===== src/rtl/attack_pkg.sv =====
// Shared types and width helpers for the naval-battle attack engine.
package attack_pkg;

  typedef enum logic [2:0] {LOAD, PLAY, EVAL, RESP, OVER} state_e;

  // Per-shot result flags; the ship id travels alongside because its width is a parameter.
  typedef struct packed {
    logic hit;
    logic rep;
    logic inval;
    logic sunk;
  } res_flags_t;

  function automatic int id_w(input int n_ships);
    return $clog2(n_ships + 1);
  endfunction

  function automatic int cnt_w(input int rows, input int cols);
    return $clog2(rows * cols + 1);
  endfunction

endpackage


===== src/rtl/ship_tracker.sv =====
// Per-ship remaining-cell counters with sunk mask and all-sunk flag.
module ship_tracker
  import attack_pkg::*;
#(
  parameter int N_SHIPS = 6,
  parameter int ID_W    = 3,
  parameter int CNT_W   = 7
) (
  input  logic               clk,
  input  logic               reset,
  input  logic               clr_i,
  input  logic               inc_en_i,
  input  logic [ID_W-1:0]    inc_id_i,
  input  logic               dec_en_i,
  input  logic [ID_W-1:0]    dec_id_i,
  output logic               last_o,
  output logic [N_SHIPS-1:0] sunk_mask_o,
  output logic               all_sunk_o
);

  logic [CNT_W-1:0]   rem_q [N_SHIPS];
  logic [N_SHIPS-1:0] sunk_q;

  // Counters grow while loading and shrink on first hits; a 1->0 step marks the ship sunk.
  always_ff @(posedge clk) begin
    if (reset || clr_i) begin
      for (int i = 0; i < N_SHIPS; i++) rem_q[i] <= '0;
      sunk_q <= '0;
    end else begin
      for (int i = 0; i < N_SHIPS; i++) begin
        if (inc_en_i && inc_id_i == ID_W'(i + 1)) begin
          rem_q[i] <= rem_q[i] + CNT_W'(1);
        end else if (dec_en_i && dec_id_i == ID_W'(i + 1)) begin
          rem_q[i] <= rem_q[i] - CNT_W'(1);
          if (rem_q[i] == CNT_W'(1)) sunk_q[i] <= 1'b1;
        end
      end
    end
  end

  always_comb begin
    last_o     = 1'b0;
    all_sunk_o = 1'b1;
    for (int i = 0; i < N_SHIPS; i++) begin
      if (dec_id_i == ID_W'(i + 1) && rem_q[i] == CNT_W'(1)) last_o = 1'b1;
      if (rem_q[i] != '0) all_sunk_o = 1'b0;
    end
  end

  assign sunk_mask_o = sunk_q;

endmodule


===== src/rtl/attack_engine.sv =====
// Sequential attack engine: fleet map, shot map and game FSM.
// Optional SHOT_CNT_EN adds saturating shot_cnt/miss_cnt outputs.
module attack_engine
  import attack_pkg::*;
#(
  parameter int  ROWS    = 8,
  parameter int  COLS    = 8,
  parameter int  N_SHIPS = 6,
  localparam int R_W     = $clog2(ROWS),
  localparam int C_W     = $clog2(COLS),
  localparam int ID_W    = id_w(N_SHIPS),
  localparam int CNT_W   = cnt_w(ROWS, COLS)
) (
  input  logic               clk,
  input  logic               reset,
  input  logic               cfg_we,
  input  logic [R_W-1:0]     cfg_row,
  input  logic [C_W-1:0]     cfg_col,
  input  logic [ID_W-1:0]    cfg_ship,
  input  logic               cfg_start,
  input  logic               new_game,
  output logic               cfg_err,
  input  logic               atk_valid,
  output logic               atk_ready,
  input  logic [R_W-1:0]     atk_row,
  input  logic [C_W-1:0]     atk_col,
  output logic               res_valid,
  output logic               res_hit,
  output logic               res_repeat,
  output logic               res_inval,
  output logic               res_sunk,
  output logic [ID_W-1:0]    res_ship,
  output logic [N_SHIPS-1:0] sunk_mask,
  output logic               game_over
`ifdef SHOT_CNT_EN
  ,
  output logic [CNT_W-1:0]   shot_cnt,
  output logic [CNT_W-1:0]   miss_cnt
`endif
);

  localparam int             CELLS  = ROWS * COLS;
  localparam int             IDX_W  = $clog2(CELLS);
  localparam logic [R_W:0]   ROWS_L = (R_W + 1)'(ROWS);
  localparam logic [C_W:0]   COLS_L = (C_W + 1)'(COLS);
  localparam logic [ID_W-1:0] NS_L  = ID_W'(N_SHIPS);

  state_e            state_q, state_d;
  logic [R_W-1:0]    row_q;
  logic [C_W-1:0]    col_q;
  logic [ID_W-1:0]   map_q [CELLS];
  logic [CELLS-1:0]  shot_q;
  logic              cfg_err_q, res_valid_q;
  res_flags_t        flags_q, eval_flags_s;
  logic [ID_W-1:0]   ship_q, eval_ship_s, cell_id_s;
  logic [IDX_W-1:0]  cfg_idx_s, atk_idx_s;
  logic              cfg_ok_s, load_wr_s, load_err_s, inc_en_s;
  logic              atk_in_s, was_shot_s, dec_en_s, last_s, all_sunk_s;
  logic              atk_ready_s, game_over_s;

  assign cfg_idx_s  = IDX_W'(cfg_row) * IDX_W'(COLS) + IDX_W'(cfg_col);
  assign atk_idx_s  = IDX_W'(row_q) * IDX_W'(COLS) + IDX_W'(col_q);
  assign cfg_ok_s   = ({1'b0, cfg_row} < ROWS_L) && ({1'b0, cfg_col} < COLS_L)
                      && (cfg_ship <= NS_L) && (map_q[cfg_idx_s] == '0);
  assign load_wr_s  = (state_q == LOAD) && cfg_we && cfg_ok_s;
  assign load_err_s = (state_q == LOAD) && cfg_we && !cfg_ok_s;
  assign inc_en_s   = load_wr_s && (cfg_ship != '0);
  assign atk_in_s   = ({1'b0, row_q} < ROWS_L) && ({1'b0, col_q} < COLS_L);
  assign cell_id_s  = map_q[atk_idx_s];
  assign was_shot_s = shot_q[atk_idx_s];
  assign dec_en_s   = (state_q == EVAL) && atk_in_s && !was_shot_s && (cell_id_s != '0);

  ship_tracker #(.N_SHIPS(N_SHIPS), .ID_W(ID_W), .CNT_W(CNT_W)) u_tracker (
    .clk        (clk),
    .reset      (reset),
    .clr_i      (new_game),
    .inc_en_i   (inc_en_s),
    .inc_id_i   (cfg_ship),
    .dec_en_i   (dec_en_s),
    .dec_id_i   (cell_id_s),
    .last_o     (last_s),
    .sunk_mask_o(sunk_mask),
    .all_sunk_o (all_sunk_s)
  );

  // Shot classification from the captured coordinate.
  always_comb begin
    eval_flags_s = '0;
    eval_ship_s  = '0;
    if (!atk_in_s) begin
      eval_flags_s.inval = 1'b1;
    end else begin
      eval_flags_s.hit  = (cell_id_s != '0);
      eval_flags_s.rep  = was_shot_s;
      eval_flags_s.sunk = !was_shot_s && (cell_id_s != '0) && last_s;
      eval_ship_s       = cell_id_s;
    end
  end

  // FSM state register.
  always_ff @(posedge clk) begin
    if (reset) state_q <= LOAD;
    else       state_q <= state_d;
  end

  // FSM next state; a start with no ship cells (counting a same-cycle write) ends the game at once.
  always_comb begin
    state_d = state_q;
    if (new_game) begin
      state_d = LOAD;
    end else begin
      case (state_q)
        LOAD:    if (cfg_start) state_d = (all_sunk_s && !inc_en_s) ? OVER : PLAY;
                 else           state_d = LOAD;
        PLAY:    if (atk_valid) state_d = EVAL;
                 else           state_d = PLAY;
        EVAL:    state_d = RESP;
        RESP:    state_d = all_sunk_s ? OVER : PLAY;
        OVER:    state_d = OVER;
        default: state_d = LOAD;
      endcase
    end
  end

  // FSM outputs.
  always_comb begin
    atk_ready_s = (state_q == PLAY);
    game_over_s = (state_q == OVER);
  end

  // Maps, captured shot and result pulse; new_game discards any pending result.
  always_ff @(posedge clk) begin
    if (reset || new_game) begin
      for (int i = 0; i < CELLS; i++) map_q[i] <= '0;
      shot_q      <= '0;
      row_q       <= '0;
      col_q       <= '0;
      cfg_err_q   <= 1'b0;
      res_valid_q <= 1'b0;
      flags_q     <= '0;
      ship_q      <= '0;
    end else begin
      cfg_err_q   <= load_err_s;
      res_valid_q <= (state_q == EVAL);
      if (load_wr_s) map_q[cfg_idx_s] <= cfg_ship;
      if (state_q == PLAY && atk_valid) begin
        row_q <= atk_row;
        col_q <= atk_col;
      end
      if (state_q == EVAL) begin
        flags_q <= eval_flags_s;
        ship_q  <= eval_ship_s;
        if (atk_in_s) shot_q[atk_idx_s] <= 1'b1;
      end else begin
        flags_q <= '0;
        ship_q  <= '0;
      end
    end
  end

`ifdef SHOT_CNT_EN
  logic [CNT_W-1:0] shot_cnt_q, miss_cnt_q;

  // Saturating counters of fresh valid shots and of fresh water shots.
  always_ff @(posedge clk) begin
    if (reset || new_game) begin
      shot_cnt_q <= '0;
      miss_cnt_q <= '0;
    end else if (state_q == EVAL && atk_in_s && !was_shot_s) begin
      if (shot_cnt_q != '1) shot_cnt_q <= shot_cnt_q + CNT_W'(1);
      if (cell_id_s == '0 && miss_cnt_q != '1) miss_cnt_q <= miss_cnt_q + CNT_W'(1);
    end
  end

  assign shot_cnt = shot_cnt_q;
  assign miss_cnt = miss_cnt_q;
`endif

  assign cfg_err    = cfg_err_q;
  assign atk_ready  = atk_ready_s;
  assign game_over  = game_over_s;
  assign res_valid  = res_valid_q;
  assign res_hit    = flags_q.hit;
  assign res_repeat = flags_q.rep;
  assign res_inval  = flags_q.inval;
  assign res_sunk   = flags_q.sunk;
  assign res_ship   = ship_q;

endmodule


===== config.mk =====
export PLATFORM = sky130hd
export DESIGN_NAME = attack_engine
export DESIGN_NICKNAME = d
export VERILOG_FILES = /design/src/rtl/attack_pkg.sv /design/src/rtl/ship_tracker.sv /design/src/rtl/attack_engine.sv
export SDC_FILE = /design/constraint.sdc
export NUM_CORES = 1
export LEC_CHECK = 0
export CELL_PAD_IN_SITES_DETAIL_PLACEMENT = 0
export CELL_PAD_IN_SITES_GLOBAL_PLACEMENT = 2
export CORE_ASPECT_RATIO = 0.6
export CORE_MARGIN = 8
export CORE_UTILIZATION = 39
export CTS_BUF_LIST = sky130_fd_sc_hd__clkbuf_2 sky130_fd_sc_hd__clkbuf_4 sky130_fd_sc_hd__clkbuf_8
export DETAILED_ROUTE_END_ITERATION = 12
export PLACE_DENSITY_LB_ADDON = 0.1
export SYNTH_ARGS = -nofsm -noshare
export SYNTH_HDL_FRONTEND = slang
export SYNTH_HIERARCHICAL = 1
export SYNTH_SLANG_ARGS = --single-unit

===== constraint.sdc =====
create_clock -name clk -period 4.8 [get_ports clk]
set_clock_uncertainty 0.15 [all_clocks]
set_input_delay 0.96 -clock clk [delete_from_list [all_inputs] [get_ports clk]]
set_output_delay 0.96 -clock clk [all_outputs]
set_load 0.1 [all_outputs]

======== Yosys cells after proc, flatten, opt, wreduce, memory -nomap -nowiden ========
Memory sizes are Yosys's and may differ from the RTL's.
Index checks and enable logic that the tools add are counted.
storage, ports and cells
  register bits after elaboration ......... 88
  bits in writable memories ............... 234
  input port bits ......................... 21
  output and inout bits ................... 17
  logic and storage cells ................. 214
  memories kept ........................... 2
operators by class
  add/sub/neg operators ................... 14
  order comparisons ....................... 3
  equality and inequality tests ........... 22
  mux-type cells .......................... 83
  bitwise operators ....................... 20
  reductions and logical operators ........ 53
memory list
  name             words  width  rd ports  clocked after Yosys merged registers in  wr ports  RTL line             text
  map_q            64     3      2         0                                        64        attack_engine.sv:51  logic [ID_W-1:0] map_q [CELLS];
  u_tracker.rem_q  6      7      6         0                                        6         ship_tracker.sv:21   logic [CNT_W-1:0] rem_q [N_SHIPS];
operators by type and width
  kind                 number
  $mux 7               12
  $or 64x64->64        1
  $mux 1               62
  $add 7x1->7 const B  6
  $eq 7x1->1 const B   6
  $reduce_bool 7->1    6
  $sub 7x1->7 const B  6
  $logic_and 1x1->1    30
  $eq 3x3->1 const B   7
  $eq 3x2->1 const B   6
  $reduce_and 3->1     6
  $pmux 3 s5           1
  $add 6x3->6          2
  $mux 3               4
  $or 1x1->1           12
  $eq 3x1->1 const B   3
  $lt 6x7->1 const B   1
  $not 1->1            7
  $bmux 1 s6           1
  $demux 1 s6          1
  $ge 6x1->1 const B   1
  $logic_not 3->1      2
  $mux 6               1
  $reduce_bool 3->1    2
  6 further kinds      9

======== Logic depth before layout (Yosys ltp) ========
  depth in word-level cells ............... 12
  depth in mapped cells ................... 19
  gate-level depth less buffers ........... 12

======== Hierarchy ========
Netlist, hierarchy kept.
by module, submodules not included
  module         instances  cells an instance  area an instance (µm²)  seq. area each (µm²)
  attack_engine  1          1330               13860.8                 7387.1
  ship_tracker   1          398                3738.6                  1381.3

======== Least setup slack after synthesis ========
Ideal clock, no wire load.
  path kind ............................... input port to flip-flop
  start point ............................. input port cfg_col[2]
  end point ............................... memory u_tracker.rem_q[0][2] (data pin)
  library setup time ...................... 0.261 ns
  data arrival time ....................... 4.570 ns
  data required time ...................... 4.389 ns
  slack ................................... -0.180 ns
  cell stages on the path ................. 19
  buffers on the path ..................... 7
  cell sequence ........................... buf_2 buf_2 buf_1 mux2i_1 nand2_1 and3_1 nor4_1 nand4b_1 nor4_4 nand2_1 buf_2 buf_2 nor2_1 clkbuf_1 nand4bb_1 clkbuf_1 nand3_1 mux2i_1 mux2i_1
RTL lines
  item         RTL line             text
  from (decl)  attack_engine.sv:18  input logic [C_W-1:0] cfg_col,
  to (decl)    ship_tracker.sv:21

==> impl_metrics.json <==
{
  "total_number_of_vias": 15760,
  "clk_latency_ns": 0.66,
  "clock-sinks": 321,
  "drt_iter0_drc": 2109,
  "place_congestion": 1.014,
  "required_ns": 5.00,
  "reg2reg_launch_point": "col_q[0]",
  "tightestPinTransition_ns": 1.164,
  "critPathLaunchType": "flip-flop",
  "combinational_family_with_the_most_area_after_synthesis": "simple AND/OR/NAND/NOR gates",
  "number_of_global_route_vias_before_repair": 14900,
  "crit_buf_inv": 2,
  "post_synth_and_or_nand_nor_area_fraction_pct": 19.23,
  "number_of_cells_on_the_worst_reg_to_reg_path": 14,
  "final.fill_count": 4122,
  "synthesis_stage_register_bit_count": 321,
  "fin_tns_setup_ns": 0,
  "worst_reg_to_reg_setup_slack_ns": 0.24,
  "cts_tree": "built",
  "postSynth.topFlopCell": "sky130_fd_sc_hd__edfxtp_1",
  "regToRegEndpoint": "u_tracker/rem_q[2][4]",
  "path_class": "reg -> reg",
  "postLayoutCoreUtil_pct": 46.76,
  "synth_fa_ha_area_share_pct": 1.706,
  "synth_top_area_share_pct": 39.93,
  "ir_drop_v": 0.0002203,
  "min_period_ns": 4.559,
  "first_pass_iters": 6,
  "synth-edff-count": 234,
  "fp.dieW_um": 290.2,
  "max_cap_viol_count": 0,
  "timing.max_slew.rel_slack_pct": 21.84,
  "area_growth_pct": 18.69,
  "synth_warnings": 6,
  "yosys.area_share.xor_xnor_pct": 0.2986,
  "die_height_um": 180.6,
  "io_pins": 38,
  "critical_path.max_fanout": 22,
  "cts_setup_buffers": 0,
  "globalRouteTotalUtil_pct": 27.18,
  "clock_tree.buffer_depth": 3,
  "via_cell_ratio": 6.265,
  "post-layout-total-power_mw": 6.375,
  "final_antenna_net_count": 0,
  "initial_core_util_pct": 39.40,
  "critical_path.slowest_cell": "sky130_fd_sc_hd__dfxtp_2",
  "timing.critical_path.to_type": "flip-flop",
  "io_buffer_count": 36,
  "hold-worst-slack_ns": 0.3140,
  "std_cell_rows": 60,
  "seq_area_frac_synth_pct": 49.82,
  "final_net_count": 1932,
  "cts_made_buffers": 52,
  "synth_compound_area_share_pct": 14.74,
  "max_clock_freq_mhz": 219.3,
  "critical-path-max-stage-delay_ns": 0.61,
  "final.period_utilization_pct": 94.99,
  "syn-num-nets": 1773,
  "whs_endpoint": "shot_q[18]",
  "grt_setup_unrepaired": "no",
  "htree_levels": 2,
  "routed_wl_um": 73890,
  "post-dp-hpwl_um": 52880,
  "synthMuxAreaShare_pct": 10.54,
  "cts.clk_slew.worst_paths_ns": 0.06,
  "netlist_area_um2": 17600,
  "synth_async_sr_flop_share_pct": 0,
  "avgRoutedWirePerCell_um": 29.37,
  "cp.arrival_ns": 4.76,
  "cp_top_family": "compound AO/OA/AOI/OAI gates",
  "insertedDiodeCount": 0,
  "synth.avg_cell_area_um2": 10.18,
  "coreArea_um2": 44670,
  "path_type_of_the_worst_min_delay_path": "reg -> reg",
  "hold_violations": 0,
  "power.leakage_nw": 7.511,
  "number_of_unique_standard_cell_types_used_by_synthesis": 76,
  "gr-total-overflow": 0,
  "worstPathCellList": "buf_6, mux2_2, a221oi_1, o22ai_1, a22o_1, a221oi_1, o2111ai_1, nor3_1, nor3_1, buf_4, and4b_1, and2_1, a221o_1, o211a_1",
  "initial_antenna_violation_count": 0,
  "pin_count_of_the_biggest_net_entering_global_routing": 73,
  "fp.dieArea_um2": 52400,
  "run_status": "completed",
  "layout-drive-gt1-share_pct": 20.76,
  "ctsHoldBuffers": 0,
  "ctsRootBufferMaster": "sky130_fd_sc_hd__clkbuf_8",
  "drc_errors": 0,
  "syn-instance-count": 1728,
  "timing.final.max_slew_violations": 0,
  "worstHoldPathCells": 2,
  "synth_area_leaders": "sky130_fd_sc_hd__edfxtp_1, sky130_fd_sc_hd__dfxtp_1, sky130_fd_sc_hd__nor2_1, sky130_fd_sc_hd__mux4_2, sky130_fd_sc_hd__mux2i_1",
  "p_per_area_nw_per_um2": 305.2,
  "grt_pass1_wl_um": 106300,
  "synthDominantAreaCellType": "sky130_fd_sc_hd__edfxtp_1",
  "hold_start": "shot_q[18]",
  "setup_viol": 0
}
[metal layers]
metal	GRT usage, %	part of all wire (%)	vias up
met1	41.36	47	7822
met4	7.490	2.6	0
met5	0	0	-
met2	34.34	37	968
li1	-	-	6842
met3	10.73	14	131
[where the power goes]
group	internal [mW]	switching [mW]	leakage, nW
Clock	1.29	1.20	0.556
Sequential	3.06	0.108	3.31
Combinational	0.269	0.447	3.65
[cells in the mapped netlist (17+ instances only)]
| library cell | instances |
|---|---|
| sky130_fd_sc_hd__nor2_1 | 336 |
| sky130_fd_sc_hd__edfxtp_1 | 234 |
| sky130_fd_sc_hd__nand2_1 | 115 |
| sky130_fd_sc_hd__clkbuf_1 | 96 |
| sky130_fd_sc_hd__a21oi_1 | 93 |
| sky130_fd_sc_hd__dfxtp_1 | 87 |
| sky130_fd_sc_hd__o31ai_1 | 68 |
| sky130_fd_sc_hd__a221oi_1 | 63 |
| sky130_fd_sc_hd__mux2i_1 | 56 |
| sky130_fd_sc_hd__nor3_1 | 44 |
| sky130_fd_sc_hd__mux2_2 | 42 |
| sky130_fd_sc_hd__nand3_1 | 40 |
| sky130_fd_sc_hd__mux4_2 | 34 |
| sky130_fd_sc_hd__o21ai_0 | 28 |
| sky130_fd_sc_hd__inv_1 | 27 |
| sky130_fd_sc_hd__ha_1 | 24 |
| sky130_fd_sc_hd__nand2b_1 | 22 |
| sky130_fd_sc_hd__a22oi_1 | 21 |
| sky130_fd_sc_hd__nor2b_1 | 21 |
| sky130_fd_sc_hd__o22ai_1 | 20 |
| sky130_fd_sc_hd__buf_2 | 19 |
| sky130_fd_sc_hd__and2_1 | 18 |
| sky130_fd_sc_hd__buf_1 | 17 |
[worst max path at each step]
stage,start,endpoint,slack [ns],depth (start not counted)
2_1_floorplan,cfg_col[2],u_tracker/rem_q[2][4],0.003,17
5_1_grt,col_q[0],u_tracker/rem_q[1][2],0.01,15
3_3_place_gp,cfg_col[2],u_tracker/rem_q[3][5],-0.17,16
3_5_place_dp,cfg_col[2],u_tracker/rem_q[5][3],-0.18,16
4_1_cts,col_q[1],u_tracker/rem_q[1][5],0.17,13
6_report,col_q[0],u_tracker/rem_q[2][4],0.24,14
[registers in the layout, summed over array words and instances, names as in the netlist]
register               count
cfg_err                    1
col_q                      3
map_q                    192
res_hit                    1
res_repeat                 1
res_ship                   3
res_sunk                   1
res_valid                  1
row_q                      3
shot_q                    64
state_q                    3
u_tracker/rem_q           42
u_tracker/sunk_mask_o      6
[cells in the final DEF, fill, tap and decap left out, drive strengths merged, types with 21 or more instances in the layout]
cell type | synthesis | layout
edfxtp | 234 | 234
buf | 38 | 206
inv | 28 | 30
a21oi | 93 | 93
nand2b | 22 | 22
mux4 | 34 | 34
mux2 | 47 | 47
nor3 | 45 | 45
ha | 24 | 24
mux2i | 56 | 56
o31ai | 68 | 68
clkdlybuf4s50 | 0 | 33
dfxtp | 87 | 87
nor2 | 336 | 336
clkbuf | 96 | 76
nand2 | 115 | 115
nand3 | 40 | 40
a22oi | 21 | 21
nor2b | 21 | 21
o21ai | 30 | 30
a221oi | 63 | 63
[kinds of logic (layout without fill, tap and decap cells)]
family                     after synthesis  after routing
and+or+nand+nor                        708            708
AOI/OAI and AO/OA                      369            369
DFF                                    321            321
buffers and inverters                  162            361
muxes                                  137            137
adders and majority gates               24             24
xor gates and xnor gates                 6              6
other                                    1              1
[worst register-to-register path, cell delays in order (launching register included)]
cell,delay (ns)
sky130_fd_sc_hd__dfxtp_2,0.61
sky130_fd_sc_hd__buf_6,0.35
sky130_fd_sc_hd__mux2_2,0.40
sky130_fd_sc_hd__a221oi_1,0.29
sky130_fd_sc_hd__o22ai_1,0.21
sky130_fd_sc_hd__a22o_1,0.24
sky130_fd_sc_hd__a221oi_1,0.22
sky130_fd_sc_hd__o2111ai_1,0.23
sky130_fd_sc_hd__nor3_1,0.35
sky130_fd_sc_hd__nor3_1,0.10
sky130_fd_sc_hd__buf_4,0.19
sky130_fd_sc_hd__and4b_1,0.21
sky130_fd_sc_hd__and2_1,0.26
sky130_fd_sc_hd__a221o_1,0.35
sky130_fd_sc_hd__o211a_1,0.13
[metrics by stage]
step	worst slack (ns)	instances	cell area, um^2
final	0.2406	2516	20890
after global routing	0.01214	2516	20890
after CTS	0.1735	2516	20870
after detailed placement	-0.1779	2422	19830
after global placement	-0.1678	2422	19830
after floorplan	0.002823	1728	17630
[area by class of cell]
class                           instances  area [um^2]  area share (%)
Clock buffer                           76        920.9           4.409
Sequential cell                       321         8775           42.01
Timing Repair Buffer                  239         2002           9.584
Clock inverter                         18        121.4          0.5810
Tap cell                              589        737.0           3.528
Inverter                               28        105.1          0.5031
Multi-Input combinational cell       1245         8228           39.39
[timing repair]
item,CTS,global route
gates resized for setup,0,5
endpoints found under the setup margin,0,14
endpoints found under the hold margin,0,0
(Power assumes the default switching activity.)
